--- src/rtl/counter_bank.sv ---
// counter_bank: a bank of independent up/down counters with a shared counting
// mode, per-channel compare-hit pulses and a snapshot streamer. The streamer
// captures all counts atomically and presents them one word per channel over a
// valid/ready handshake.
module counter_bank #(
  parameter int DATA_WIDTH = 32,
  parameter int NUM_CH     = 4,
  parameter int CH_W       = (NUM_CH > 1) ? $clog2(NUM_CH) : 1
) (
  input  logic                         clock,
  input  logic                         i_reset,
  input  logic [NUM_CH-1:0]            i_en,
  input  logic [NUM_CH-1:0]            i_dir,
  input  logic [NUM_CH-1:0]            i_clr,
  input  logic [NUM_CH-1:0]            i_load,
  input  logic [NUM_CH*DATA_WIDTH-1:0] i_load_data,
  input  logic [NUM_CH*DATA_WIDTH-1:0] i_cmp_data,
  input  logic [1:0]                   i_mode,
  output logic [NUM_CH*DATA_WIDTH-1:0] o_count,
  output logic [NUM_CH-1:0]            o_hit,
  input  logic                         i_snap_req,
  output logic [DATA_WIDTH-1:0]        o_snap_data,
  output logic [CH_W-1:0]              o_snap_ch,
  output logic                         o_snap_valid,
  output logic                         o_snap_last,
  input  logic                         i_snap_ready,
  output logic                         o_busy
);

  typedef logic [DATA_WIDTH-1:0] word_t;
  typedef enum logic {IDLE, SEND} snap_state_t;

  localparam word_t           ALL_ONES = '1;
  localparam word_t           ONE      = word_t'(1);
  localparam logic [CH_W-1:0] LAST_CH  = CH_W'(NUM_CH - 1);

  // One enabled count step under the given mode. Wrap is the fallback; the
  // other modes only differ at their boundary values.
  function automatic word_t count_step(input word_t cur, input word_t cmp,
                                       input logic up, input logic [1:0] mode);
    word_t inc;
    word_t dec;
    word_t nxt;
    inc = cur + ONE;
    dec = cur - ONE;
    case (mode)
      2'b01:   nxt = up ? ((cur == ALL_ONES) ? cur : inc) : ((cur == '0) ? cur : dec);
      2'b10:   nxt = up ? ((cur == cmp) ? '0 : inc)       : ((cur == '0) ? cmp : dec);
      2'b11:   nxt = up ? ((cur == cmp) ? cur : inc)      : ((cur == '0) ? cur : dec);
      default: nxt = up ? inc : dec;
    endcase
    return nxt;
  endfunction

  word_t           cnt_q [NUM_CH];
  word_t           cnt_d [NUM_CH];
  word_t           cap_q [NUM_CH];
  logic [NUM_CH-1:0] hit_d;

  snap_state_t     state_q, state_d;
  logic [CH_W-1:0] ch_q, ch_d;
  logic            capture;

  // Per-channel next count: clear beats load beats enable beats hold. A hit
  // is flagged only for a real enabled step that lands on the compare value;
  // a mode-limited hold at the boundary does not pulse again.
  always_comb begin
    word_t step_v;
    word_t cmp_v;
    step_v = '0;
    cmp_v  = '0;
    hit_d  = '0;
    for (int k = 0; k < NUM_CH; k++) begin
      cmp_v    = i_cmp_data[k*DATA_WIDTH +: DATA_WIDTH];
      step_v   = count_step(cnt_q[k], cmp_v, i_dir[k], i_mode);
      cnt_d[k] = cnt_q[k];
      if (i_clr[k]) begin
        cnt_d[k] = '0;
      end else if (i_load[k]) begin
        cnt_d[k] = i_load_data[k*DATA_WIDTH +: DATA_WIDTH];
      end else if (i_en[k]) begin
        cnt_d[k] = step_v;
        hit_d[k] = (step_v == cmp_v) && (step_v != cnt_q[k]);
      end
    end
  end

  // Counter and hit registers.
  always_ff @(posedge clock) begin
    if (!i_reset) begin
      for (int k = 0; k < NUM_CH; k++) cnt_q[k] <= '0;
      o_hit <= '0;
    end else begin
      for (int k = 0; k < NUM_CH; k++) cnt_q[k] <= cnt_d[k];
      o_hit <= hit_d;
    end
  end

  // Flatten the counter array onto the packed output bus.
  always_comb begin
    for (int k = 0; k < NUM_CH; k++) o_count[k*DATA_WIDTH +: DATA_WIDTH] = cnt_q[k];
  end

  // Snapshot FSM: next state, channel pointer and handshake outputs.
  always_comb begin
    state_d      = state_q;
    ch_d         = ch_q;
    capture      = 1'b0;
    o_snap_valid = 1'b0;
    o_snap_last  = 1'b0;
    o_snap_data  = '0;
    o_busy       = 1'b0;
    case (state_q)
      IDLE: begin
        if (i_snap_req) begin
          capture = 1'b1;
          state_d = SEND;
          ch_d    = '0;
        end
      end
      SEND: begin
        o_busy       = 1'b1;
        o_snap_valid = 1'b1;
        o_snap_last  = (ch_q == LAST_CH);
        o_snap_data  = cap_q[ch_q];
        if (i_snap_ready) begin
          if (ch_q == LAST_CH) begin
            state_d = IDLE;
            ch_d    = '0;
          end else begin
            ch_d = ch_q + CH_W'(1);
          end
        end
      end
      default: state_d = IDLE;
    endcase
  end

  assign o_snap_ch = ch_q;

  // Snapshot FSM state register.
  always_ff @(posedge clock) begin
    if (!i_reset) begin
      state_q <= IDLE;
      ch_q    <= '0;
    end else begin
      state_q <= state_d;
      ch_q    <= ch_d;
    end
  end

  // Capture buffer: takes the pre-edge counts of every channel in one cycle.
  always_ff @(posedge clock) begin
    if (!i_reset) begin
      for (int k = 0; k < NUM_CH; k++) cap_q[k] <= '0;
    end else if (capture) begin
      for (int k = 0; k < NUM_CH; k++) cap_q[k] <= cnt_q[k];
    end
  end

endmodule

--- config.mk ---
export PLATFORM = sky130hd
export DESIGN_NAME = counter_bank
export DESIGN_NICKNAME = d
export VERILOG_FILES = /design/src/rtl/counter_bank.sv
export SDC_FILE = /design/constraint.sdc
export NUM_CORES = 2
export LEC_CHECK = 0
export ABC_CLOCK_PERIOD_IN_PS = 21900
export BUFFER_PORTS_ARGS = -buffer_cell sky130_fd_sc_hd__buf_2
export CORE_UTILIZATION = 45
export DETAILED_ROUTE_END_ITERATION = 7
export MAX_ROUTING_LAYER = met4
export PLACE_DENSITY = 0.71
export SLEW_MARGIN = 10
export SYNTH_ARGS = -nofsm -noshare
export SYNTH_HDL_FRONTEND = slang
export SYNTH_SLANG_ARGS = --single-unit
--- constraint.sdc ---
create_clock -name clock -period 21.9 [get_ports clock]
set_input_delay 4.38 -clock clock [delete_from_list [all_inputs] [get_ports clock]]
set_output_delay 4.38 -clock clock [all_outputs]
set_load 0.01 [all_outputs]
==> run summary <==
CTS Hold Buffers Added: 0
H-Tree Depth: 2
Die Ht: 277 um
CTS Buffer Depth: 3
Resize count post-CTS: 0
GR Overflow Total: 0
Hold Path Sink: cnt_q[2][28]
main area contributors after synthesis: edfxtp_1 (11%), dfxtp_1 (8.1%), nor2_1 (5.9%), xor2_1 (5.8%), xnor2_1 (5.8%)
f_max: 101 MHz
setup violators final: 0
CP Class: in2reg
Post-CTS Setup Bufs: 0
Hold Crit Start: cnt_q[2][28]
hold depth: 4
RR Startpoint: cnt_q[1][29]
Synth cell types: 97
Die X: 277 um
Post-Syn Area: 34000 sq um
part of the cycle the worst path needs: 0.450
synth warn: 0
Crit Path Max Fanout: 11
count of mapped cells out of synthesis: 4811
relative slew slack: 0.0547
GR Util All Layers: 0.502
initial DRC count: 7739
post-route cell area: 38300 sq um
Hold Crit Class: reg2reg
crit path time final: 9850 ps
Synth Area in Compound Gates: 0.264
R2R setup slack: 15400 ps
Critical Path End Type: flip-flop
area delta synth->final: 12.6%
CTS buffer count: 36
Synth Register Bits: 265
PortBufs: 446
Final Max Slew Viols: 0
Worst EP required: 22340 ps
Initial Utilization: 0.456
HPWL Detailed: 142000 um
IO Pins: 447
worst-margin pin slew: 1400 ps
xor/xnor share of the synthesized area: 0.116
post-synth top area cell: edfxtp_1
ys flop type: dfxtp_1
Antenna Nets Post-Route: 0
syn_nets: 5106
asr flop ratio synth: 0
DP Area: 37100 sq um
via count: 43400
drt wl/cell: 32.6 um
sequential share of the synthesized area: 0.194
Post-Synth Simple-Gate Area: 0.309
post-synth top area share: 0.113
Worst path max stage delay: 980 ps
share of layout cells above drive strength 1: 0.165
Peak VDD IR: 57.9 uV
DRC errors left: 0
post-synthesis adder-cell area fraction: 0.00625
die area: 76700 sq um
Max Cap Violations: 0
largest net degree at the start of global routing: 129
Final TNS setup: 0 ps
final wirelength: 196000 um
reg2reg end: o_hit[1]
status: finished clean
fill count: 7483
Reg clk slew, reported paths: 60 ps
Power per Cell Area: 53.3 nW/um^2
Crit path buffers/inverters: 2
worst reg2reg path depth: 12
slowest CP cell: a2111oi_0
leak pwr: 14.8 nW
clock skew: 27.0 ps
routed vias/inst: 7.23
clock latency on the worst-skew pair: 600 ps
RSZ-0062 raised after global routing: false
Total Nets Final: 5286
final core occ: 0.513
vias in the first global route: 39400
total clock sinks: 265
most common cell after layout, fill and taps aside: nor2_1
syn avg cell area: 7.07 sq um
most frequent cells in the layout: nor2_1 (535), buf_2 (442), a21oi_1 (368)
row count: 100
startpoint types: primary input
gpl congestion: 1.11
Root Driver: clkbuf_16
mux cell area share after synthesis: 0.0474
Worst EP arrival: 10290 ps
first-pass GRT wire length: 279000 um
TritonCTS clock tree: built
overall power: 2.04 mW
core box area: 74700 sq um
antenna violations before repair: 10
drt pass-1 iters: 6
critical path, cell by cell: buf_2 > xnor2_1 > nand4_1 > or4_1 > nor2_1 > inv_1 > ha_1 > or3_1 > o211ai_1 > or2_2 > a211oi_1 > a2111oi_0 > nand4_1 > or4_1 > o211ai_1 > a2111oi_0
main combinational cell family by area after synthesis: simple AND/OR/NAND/NOR gates
Top delay family on crit path: simple AND/OR/NAND/NOR gates
final hold vios: 0
Post-synth EDFFs: 128
## metrics by stage
step                cells  hold slack (ps)  setup WS, ps
detailed placement   5922              608         11810
floorplan            4811              596          7750
CTS                  5986              619         12400
global route         5993              655         11970
finish               5997              627         12050
global placement     5922              597         11810
## power breakdown
part | total [mW] | switching (mW) | internal (mW)
clock | 0.637 | 0.266 | 0.371
sequential | 0.581 | 0.0360 | 0.545
combinational | 0.825 | 0.558 | 0.267
total | 2.04 | 0.860 | 1.18
## cell type report
type,count,area (sq um),area share
multi-input cells,3983,25400,0.662
flip-flops and latches,265,6590,0.172
repair buffers,627,3600,0.0939
well taps,969,1210,0.0316
clock buffers,42,945,0.0246
inverters,78,293,0.00764
clock inverters,22,273,0.00711
diodes,11,27.5,0.000718
## metal layers
metal,track usage,up-vias,part of all wire
met4,0.275,0,0.068
met3,0.162,841,0.15
met5,-,-,0
li1,-,18300,-
met2,0.703,3866,0.41
met1,0.632,20400,0.37
## flip-flops by register name, indices dropped and copies added (netlist names), named ones only
| signal | cells |
|---|---|
| cap_q | 128 |
| cnt_q | 128 |
| o_hit | 4 |
| o_snap_ch | 2 |
| state_q | 1 |
## synth_stat cells, types with 119 or more instances
master,n
a21oi_1,368
clkbuf_1,404
nor3_1,192
nand4_1,119
xor2_1,227
edfxtp_1,128
nor2_1,538
xnor2_1,224
dfxtp_1,137
nand2_1,359
o21ai_0,236
nor4_1,146
nand3_1,159
and2_1,191
## worst min-delay path, stage by stage (launching register included)
cell and delay [ps]:
dfxtp_1 320, nand2_1 60, o211ai_1 80, o21ai_0 80, nor2_1 40
## cell families (layout without fill, tap and decap cells)
| logic type | after synthesis | in the layout |
|---|---|---|
| flops | 265 | 265 |
| fa+ha+maj | 17 | 17 |
| simple gates | 2046 | 2046 |
| xor+xnor | 451 | 451 |
| other cells | 0 | 11 |
| buf+inv | 563 | 769 |
| mux | 120 | 120 |
| compound gates | 1349 | 1349 |
## worst max path at each step
stage                              start          end  slack, ps  cells after the start
after detailed placement  i_cmp_data[66]     o_hit[2]      11810                     16
after CTS                 i_cmp_data[66]     o_hit[2]      12400                     16
after floorplan               i_snap_req  cap_q[0][0]       7750                      2
after global placement    i_cmp_data[72]     o_hit[2]      11810                     16
after global routing      i_cmp_data[66]     o_hit[2]      11970                     16
final                     i_cmp_data[72]     o_hit[2]      12050                     16
No activity file was read; power rests on OpenSTA's default activity.
